### src/rtl/isp_frame_sequencer.sv
// Feeds one Bayer RAW frame into the ISP pipeline. It issues the newFrame pulse and waits
// out the settle time, then streams blanked rows and emits zero-data flush rows until done.
module isp_frame_sequencer #(
  parameter int unsigned width        = 320,
  parameter int unsigned height       = 240,
  parameter int unsigned settleCycles = 32,
  parameter int unsigned hBlank       = 16,
  parameter int unsigned flushRowsMax = 8
) (
  input  logic                         clk,
  input  logic                         reset,
  input  logic                         iStart,
  input  logic                         iSrcValid,
  input  logic [7:0]                   iSrcData,
  output logic                         oSrcReady,
  output logic                         oNewFrame,
  output logic                         oValid,
  output logic [7:0]                   oData,
  input  logic                         iDone,
  output logic                         oBusy,
  output logic                         oFrameDone,
  output logic                         oTimeout,
  output logic [$clog2(height+1)-1:0]  oRow,
  output logic [$clog2(width+1)-1:0]   oCol
);
  localparam int unsigned RowW   = $clog2(height + 1);
  localparam int unsigned ColW   = $clog2(width + 1);
  localparam int unsigned FlRaw  = $clog2(flushRowsMax + 1);
  localparam int unsigned FlW    = (FlRaw > 0) ? FlRaw : 1;
  localparam int unsigned MaxSh  = (settleCycles > hBlank) ? settleCycles : hBlank;
  localparam int unsigned CntMax = (width > MaxSh) ? width : MaxSh;
  localparam int unsigned CntW   = $clog2(CntMax + 1);

  typedef enum logic [2:0] {
    StIdle, StStart, StSettle, StActive, StHblank, StFlush, StDone
  } state_e;

  state_e          state_q, state_d;
  logic [CntW-1:0] cnt_q, cnt_d;
  logic [FlW-1:0]  flush_cnt_q, flush_cnt_d;
  logic [RowW-1:0] row_q, row_d;
  logic [ColW-1:0] col_q, col_d;
  logic [7:0]      data_q, data_d;
  logic            valid_q, valid_d;
  logic            done_q, done_d;
  logic            timeout_q, timeout_d;
  logic            in_flush_q, in_flush_d;

  logic accept, col_last, row_last, cnt_last, done_now, flush_full, start_go, flush_end;

  assign accept     = (state_q == StActive) && iSrcValid;
  assign col_last   = (col_q == ColW'(width - 1));
  assign row_last   = (row_q == RowW'(height - 1));
  assign done_now   = done_q || iDone;
  assign flush_full = (flush_cnt_q == FlW'(flushRowsMax));
  assign start_go   = (state_q == StIdle) && iStart;
  assign flush_end  = (state_q == StFlush) && cnt_last;

  always_comb begin
    cnt_last = 1'b0;
    case (state_q)
      StSettle: cnt_last = (cnt_q == CntW'(settleCycles - 1));
      StHblank: cnt_last = (cnt_q == CntW'(hBlank - 1));
      StFlush:  cnt_last = (cnt_q == CntW'(width - 1));
      default:  cnt_last = 1'b0;
    endcase
  end

  always_ff @(posedge clk or negedge reset) begin
    if (!reset) state_q <= StIdle;
    else        state_q <= state_d;
  end

  always_comb begin
    state_d = state_q;
    case (state_q)
      StIdle:   if (iStart) state_d = StStart;
      StStart:  state_d = StSettle;
      StSettle: if (cnt_last) state_d = StActive;
      StActive: if (accept && col_last) state_d = StHblank;
      StHblank: if (cnt_last) state_d = (in_flush_q || row_last) ? StFlush : StActive;
      StFlush: begin
        // Done is only looked at here so a flush row is never cut short.
        if (cnt_last) begin
          if (done_now)        state_d = StDone;
          else if (flush_full) state_d = StIdle;
          else                 state_d = StHblank;
        end
      end
      StDone:   state_d = StIdle;
      default:  state_d = StIdle;
    endcase
  end

  always_comb begin
    oSrcReady  = (state_q == StActive);
    oNewFrame  = (state_q == StStart);
    oFrameDone = (state_q == StDone);
    oBusy      = (state_q != StIdle);
  end

  always_comb begin
    cnt_d = '0;
    if ((state_q inside {StSettle, StHblank, StFlush}) && !cnt_last) cnt_d = cnt_q + CntW'(1);

    col_d = col_q;
    if (start_go)    col_d = '0;
    else if (accept) col_d = col_last ? '0 : col_q + ColW'(1);

    row_d = row_q;
    if (start_go) row_d = '0;
    else if ((state_q == StHblank) && cnt_last && !in_flush_q && !row_last)
      row_d = row_q + RowW'(1);

    in_flush_d = in_flush_q;
    if (start_go)                  in_flush_d = 1'b0;
    else if (state_q == StFlush)   in_flush_d = 1'b1;

    flush_cnt_d = flush_cnt_q;
    if (start_go) flush_cnt_d = '0;
    else if (flush_end && !done_now && !flush_full) flush_cnt_d = flush_cnt_q + FlW'(1);

    done_d = done_q;
    if (start_go) done_d = 1'b0;
    else if (iDone && (state_q inside {StStart, StSettle, StActive, StHblank, StFlush}))
      done_d = 1'b1;

    timeout_d = timeout_q;
    if (start_go) timeout_d = 1'b0;
    else if (flush_end && !done_now && flush_full) timeout_d = 1'b1;

    valid_d = accept || (state_q == StFlush);
    data_d  = data_q;
    if (accept)                  data_d = iSrcData;
    else if (state_q == StFlush) data_d = 8'd0;
  end

  always_ff @(posedge clk or negedge reset) begin
    if (!reset) begin
      cnt_q       <= '0;
      col_q       <= '0;
      row_q       <= '0;
      in_flush_q  <= 1'b0;
      flush_cnt_q <= '0;
      done_q      <= 1'b0;
      timeout_q   <= 1'b0;
      valid_q     <= 1'b0;
      data_q      <= 8'd0;
    end else begin
      cnt_q       <= cnt_d;
      col_q       <= col_d;
      row_q       <= row_d;
      in_flush_q  <= in_flush_d;
      flush_cnt_q <= flush_cnt_d;
      done_q      <= done_d;
      timeout_q   <= timeout_d;
      valid_q     <= valid_d;
      data_q      <= data_d;
    end
  end

  assign oValid   = valid_q;
  assign oData    = data_q;
  assign oTimeout = timeout_q;
  assign oRow     = row_q;
  assign oCol     = col_q;

endmodule

### config.mk
export PLATFORM = sky130hd
export DESIGN_NAME = isp_frame_sequencer
export DESIGN_NICKNAME = d
export VERILOG_FILES = /design/src/rtl/isp_frame_sequencer.sv
export SDC_FILE = /design/constraint.sdc
export NUM_CORES = 1
export LEC_CHECK = 0
export CORE_MARGIN = 2
export CORE_UTILIZATION = 30
export CTS_CLUSTER_SIZE = 25
export DETAILED_ROUTE_END_ITERATION = 8
export PLACE_DENSITY = 0.59
export SYNTH_ARGS = -nofsm -noshare
export SYNTH_HDL_FRONTEND = slang
export SYNTH_SLANG_ARGS = --single-unit
### constraint.sdc
create_clock -name clk -period 3.6 [get_ports clk]
set_clock_uncertainty 0.15 [all_clocks]
set_input_delay 0.54 -clock clk [delete_from_list [all_inputs] [get_ports clk]]
set_output_delay 0.54 -clock clk [all_outputs]
set_load 0.01 [all_outputs]
==> key figures <==
Layout
  – Antenna cells: 0
  – Most frequent cells in the layout: dfrtp_1 (45), clkdlybuf4s50_1 (42), nand2_1 (40), nor2_1 (26), a21oi_1 (19)
  – Register area: between 1000 and 1500 um2
  – Multi-input gate area: approximately 1200 um2
  – Commonest non-fill, non-tap cell in the layout: dfrtp_1
  – Area delta synth->final: 24.4%
  – Final net count: roughly 320
  – Filler instances: between 700 and 800
  – Layout cell share with drive strength beyond 1: under 10%
  – Non-filler instance count after layout: 408

GRT
  – Aggregate global-route resource usage: between 10% and 20%
  – Remaining global-route overflow: 0
  – Global-route wire length before repair: ~9000 um
  – Vias in the first global route: 1850
  – Largest net degree at the start of global routing: 46
  – Antenna violations before repair: 0

Worst setup path
  – Kind of critical path: flip-flop to flip-flop
  – CP Max Fanout: 19
  – CP top delay family: simple AND/OR/NAND/NOR gates
  – Worst Path Required: 3660 ps
  – Buffers and inverters on the worst path: 0
  – Critical path capture point type: flip-flop
  – Critical Path, Cell by Cell: nand3b_4 -> mux2_4 -> or4_4 -> or3_1 -> a21oi_1
  – Arr. time, crit path: roughly 2900 ps
  – Crit path launch type: flip-flop
  – CP max-delay cell: dfrtp_1
  – Largest stage delay, worst path: 730 ps

STA
  – Endpoints failing hold: 0
  – Final setup fails: 0
  – Unrepaired setup endpoints after global routing: false
  – Min cycle time layout: approximately 2800 ps
  – F_max: 0.354 GHz
  – Setup TNS Final: 0 ps
  – Worst-margin pin slew: between 1000 and 1500 ps
  – Max-Slew Margin vs Limit: between 30 and 40%
  – Slew Viols, Final: 0
  – Final worst path period share: between 70% and 80%

Clock tree
  – Number of gates resized after CTS: 0
  – CTS buffer count: 5
  – CTS max path bufs: 2
  – Hold buffer count at CTS: 0
  – Clk Latency, worst-skew pair: just under 300 ps
  – Clock Tree Root: clkbuf_8
  – Num Clock Sinks: 45
  – # Post-CTS Setup Buffers: 0
  – CTS tree: yes
  – Reg clk slew, reported paths: ~80 ps
  – # H-tree levels: 2

Routing
  – Total routed wirelength: between 5000 and 6000 um
  – DR vias/cell: ~4.9
  – DRC Markers: 0
  – Initial DRC count: 80
  – Avg WL per Cell: 13.0 um
  – Pre-Repair DR Iteration Count: 4
  – Vias: approximately 2.0k
  – ANT nets after route: 0

Placed design
  – Port buffer count: 43
  – Placer Congestion: a little under 0.8
  – Detailed Place HPWL: between 3000 and 4000 um
  – Dpl cells: 400

Synthesis
  – Post-synth cell types: 46
  – Synth area leader: dfrtp_1
  – Synth area leaders: dfrtp_1 (47%), nand2_1 (6.3%), nor2_1 (4.1%)
  – Avg Synthesized Cell Area: 8.99 um2
  – Cells after Synth: about 270
  – Synthesized flop and latch total: 45
  – Post-synth EDFFs: 0
  – Syn nets: 285
  – Netlist Area Pre-Place: roughly 2400 um2
  – Share of synthesized registers carrying an async set or reset: 100%
  – Share of the yosys chip area belonging to registers: between 40% and 50%
  – Ys Warns: 0
  – Post-synth top flop: dfrtp_1
  – Share of the synthesized area in the top cell type: between 40 and 50%

Die
  – Cell Rows: 32
  – Initial Utilization: between 30% and 40%
  – Core Box Area: a little under 8000 um2
  – Die Height: between 90 and 100 um
  – I/O pins: between 40 and 50
  – DIE AREA: just under 9000 um2
  – Die Wd: just over 90 um

Pwr
  – Power share of the sequential group: a little under half
  – Total Power: 1.58 mW
  – Clock Power Share: between 10% and 20%
  – Max VDD drop: 0.000192 V
  – LEAKAGE: approximately 1.2 nW
  – Pwr per Cell Area: about 530 nW/um2
  – Switch Pwr: between 0.5 and 0.6 mW
  – Logic pwr share: between 30% and 40%
  – Internal Power: between 1 and 1.5 mW
  – Net Sw Frac: a little over a third

Outcome
  – Status: finished clean

Flow run
  – Max Cap Violations: 0

Hold path
  – Tightest Hold Check Type: primary input to asynchronous set/reset pin
## synthesized netlist by cell type (all sizes together) (5+ instances only)
master,n
xnor2,7
inv,9
xor2,7
dfrtp,45
or3,6
ha,5
nor2,26
and3,6
nand3,7
or4,6
a21oi,19
clkbuf,10
nor3,7
o21ai,20
nand2,40
## sequential cells by signal (all words and copies together), names as in the netlist
signal       flops
oCol             9
oTimeout         1
in_flush_q       1
oValid           1
cnt_q            9
flush_cnt_q      4
state_q          3
oRow             8
done_q           1
oData            8
## power by group through the flow
stage | Clock, mW | Sequential (mW) | Combinational [mW]
floorplan | 0 | 0.689 | 0.356
global placement | 0 | 0.722 | 0.557
detailed placement | 0 | 0.725 | 0.568
CTS | 0.316 | 0.717 | 0.572
global route | 0.345 | 0.738 | 0.628
finish | 0.303 | 0.718 | 0.563
## worst reg2reg max path, stage by stage, from the launching register on
cell and delay [ps]:
dfrtp_1 730, nand3b_4 310, mux2_4 410, or4_4 610
or3_1 360, a21oi_1 170
## per-stage QoR
step,setup slack (ps),utilization [%],hold slack (ps),cell area [um2]
global placement,850,37.5,297,2900
floorplan,1110,-,94.4,2400
global route,581,38.6,338,2990
finish,773,38.6,269,2990
CTS,750,38.6,300,2990
detailed placement,818,37.5,305,2900
## cell families (layout without fill, tap and decap cells)
logic type	count (synthesis)	after routing	synth area share [%]
compound gates	51	51	11.7
xor+xnor	14	14	5.11
fa+ha+maj	5	5	2.61
buf+inv	22	61	3.96
flops	45	45	46.9
mux	4	4	1.98
simple gates	126	126	27.7
## worst paths after layout
| check | cells after the start | to | startpoint | slack, ps |
|---|---|---|---|---|
| min | 1 | oRow[3]$_DFFE_PN0P_ | reset | 270 |
| max in group asynchronous | 1 | flush_cnt_q[3]$_DFFE_PN0P_ | reset | 2410 |
| max reg2reg | 5 | oRow[6]$_DFFE_PN0P_ | state_q[0]$_DFFE_PN0P_ | 770 |
| min in group clk | 1 | cnt_q[0]$_DFF_PN0_ | cnt_q[0]$_DFF_PN0_ | 310 |
| min reg2reg | 1 | cnt_q[0]$_DFF_PN0_ | cnt_q[0]$_DFF_PN0_ | 310 |
| max | 5 | oRow[6]$_DFFE_PN0P_ | state_q[0]$_DFFE_PN0P_ | 770 |
## metal layers
metal | part of all wire [%] | routed length (um) | vias to the layer above | GRT usage [%]
li1 | - | - | 1008 | -
met1 | 45 | 2400 | 941 | 16.5
met2 | 50 | 2620 | 37 | 20.9
met3 | 4.1 | 217 | 4 | 3.14
met4 | 0.91 | 48 | 0 | 3.68
met5 | 0 | 0 | - | 0
## cell type report
class                   count  share of cell area, %
inverters                   9                   1.13
well taps                 102                   4.27
clock inverters             3                  0.587
clock buffers               5                   2.31
multi-input cells         200                   39.5
flip-flops and latches     45                   37.7
repair buffers             44                   14.5
Note: power is estimated with default switching activity, not from simulation.
==> RTL change: new RTL, same flow settings <==
Set the parameter `hBlank` to 8 (it was 16).
--- a/src/rtl/isp_frame_sequencer.sv
+++ b/src/rtl/isp_frame_sequencer.sv
@@ -4,7 +4,7 @@
   parameter int unsigned width        = 320,
   parameter int unsigned height       = 240,
   parameter int unsigned settleCycles = 32,
-  parameter int unsigned hBlank       = 16,
+  parameter int unsigned hBlank       = 8,
   parameter int unsigned flushRowsMax = 8
 ) (
   input  logic                         clk,
Check against the original RTL: same outputs for any inputs over 10 cycles, from zero or initial values and one cycle with reset low; that may be too few to reach the edited logic, so the function may still have changed.
==> RTL change against the original RTL <==
Wire length shrank 2.5%. Clock power increased by 5%. Sequential cell count stayed put. Fmax increased by 7.4%. Worst hold slack lost 0.21 ns. Design area hardly changed. Area after synthesis fell by 1.7%. Via count shrank 3.7%. Count of clock-buffer cells in the layout unchanged. Power increased by 0.65%. Worst setup slack improved by 0.20 ns. Highest routed layer unchanged.
==> RTL change: results (changes against the original RTL) <==
stage,metric,value,unit,change
route,post-route-drc-count,0,,unchanged
synth,synth_cell_types,44,,-4.3%
grt,use_met3,2.77,%,-0.38 points
synth,syn_inst,245,,-8.2%
route,drt_first_pass_iters,4,,unchanged
grt,grtUsageTotal,12.7,%,-0.047 points
placement,dp_slack,1.11,ns,+0.293 ns
synth,synth_area_leaders,"dfrtp_1 48%, nor2_1 4.9%, a21oi_1 4.5%",,
grt,use_met2,20.9,%,-0.060 points
critical_path,crit_arrival,1.94,ns,-0.94 ns
cts,clk_latency,0.30,ns,
synth,synthArstFlopShare,100,%,unchanged
cts,postCtsSetupRepairBufs,0,,unchanged
route,viasPerCell,4.88,,about the same
synth,synth_common_cells,"45 x dfrtp_1, 31 x nor2_1, 21 x a21oi_1",,
status,outcome,completed,,
cts,htree_levels,2,,unchanged
route,routedWlPerCell,13.1,um,+1.2%
final_layout,final_nets,308,,-4.6%
grt,grt_pass1_wl,8.79,mm,-0.40%
synth,yosysSeqAreaShare,47.7,%,+0.82 points
final_layout,final-instance-count-excl-fill,393,,-3.7%
grt,grt_pass1_vias,1805,,-2.4%
cts,postCtsResizedCells,0,,unchanged
timing,slew_viol_final,0,,unchanged
synth,syn_nets,263,,-7.7%
final_layout,n_fill_cell,785,,-0.76%
placement,gp_congestion,0.815,,+4.8%
final_layout,drive_gt1_share,6.87,%,+0.99 points
cts,numCtsBuffers,5,,unchanged
grt,grtUsageMet1,17.1,%,+0.56 points
placement,placed_area,2900,um^2,about the same
hold_path,hold_path_class,in -> async,,
pwr,p_leak,1.23,nW,-0.88%
synth,synth_warnings,0,,unchanged
pwr,peakVddDrop,212,uV,+11%
placement,dp_hpwl,3.88,mm,+2.6%
grt,grt_max_degree,24,,-48%
timing,slew_headroom,32.5,%,+0.042 points
cts,cts_root_buffer,clkbuf_8,,
route,drt_iter0_drc,145,,+81%
critical_path,critPathMaxFanout,19,,unchanged
RTL change: where the power goes:
group / total (mW) / internal (mW) / switching, mW
clock: 0.317 / 0.138 / 0.179
sequential: 0.715 / 0.594 / 0.121
combinational: 0.562 / 0.284 / 0.279
RTL change: cells by family after synthesis:
logic type                 count (synthesis)  synth area share [%]
xor gates and xnor gates                  14                  5.20
adders and majority gates                  5                  2.65
buffers and inverters                     14                  2.39
DFF                                       45                  47.7
AOI/OAI and AO/OA                         50                  13.4
muxes                                      5                  2.23
and+or+nand+nor                          112                  26.4
RTL change: path summary, 6_finish.rpt:
kind	slack, ns	from	cells after the start	end
worst max-delay path	0.97	state_q[0]$_DFFE_PN0P_	3	oBusy
worst min-delay path	0.06	reset	1	state_q[0]$_DFFE_PN0P_
worst max register to register	1.11	state_q[0]$_DFFE_PN0P_	5	oRow[5]$_DFFE_PN0P_
worst min register to register	0.31	cnt_q[0]$_DFF_PN0_	1	cnt_q[0]$_DFF_PN0_
max in group asynchronous	2.53	reset	2	in_flush_q$_DFFE_PN0P_
min in group clk	0.31	cnt_q[0]$_DFF_PN0_	1	cnt_q[0]$_DFF_PN0_
RTL change: layout make-up:
type / count / area share, %
Inverter: 7 / 0.880
Multi-Input combinational cell: 186 / 39.4
Sequential cell: 45 / 37.7
Clock inverter: 3 / 0.712
Timing Repair Buffer: 45 / 14.7
Clock buffer: 5 / 2.30
Tap cell: 102 / 4.27
RTL change: critical path, cell delays in order, from the launching register on:
cell	delay, ns
dfrtp_1	0.63
nor3_1	0.46
inv_1	0.07
clkdlybuf4s50_1	0.48
RTL change: routing by layer:
metal  part of all wire [%]  wire length, um  vias up
li1                       -                -      961
met1                     47             2400      917
met2                     49             2540       34
met3                    3.5              182        4
met4                   0.70               36        0
met5                      0                0        -
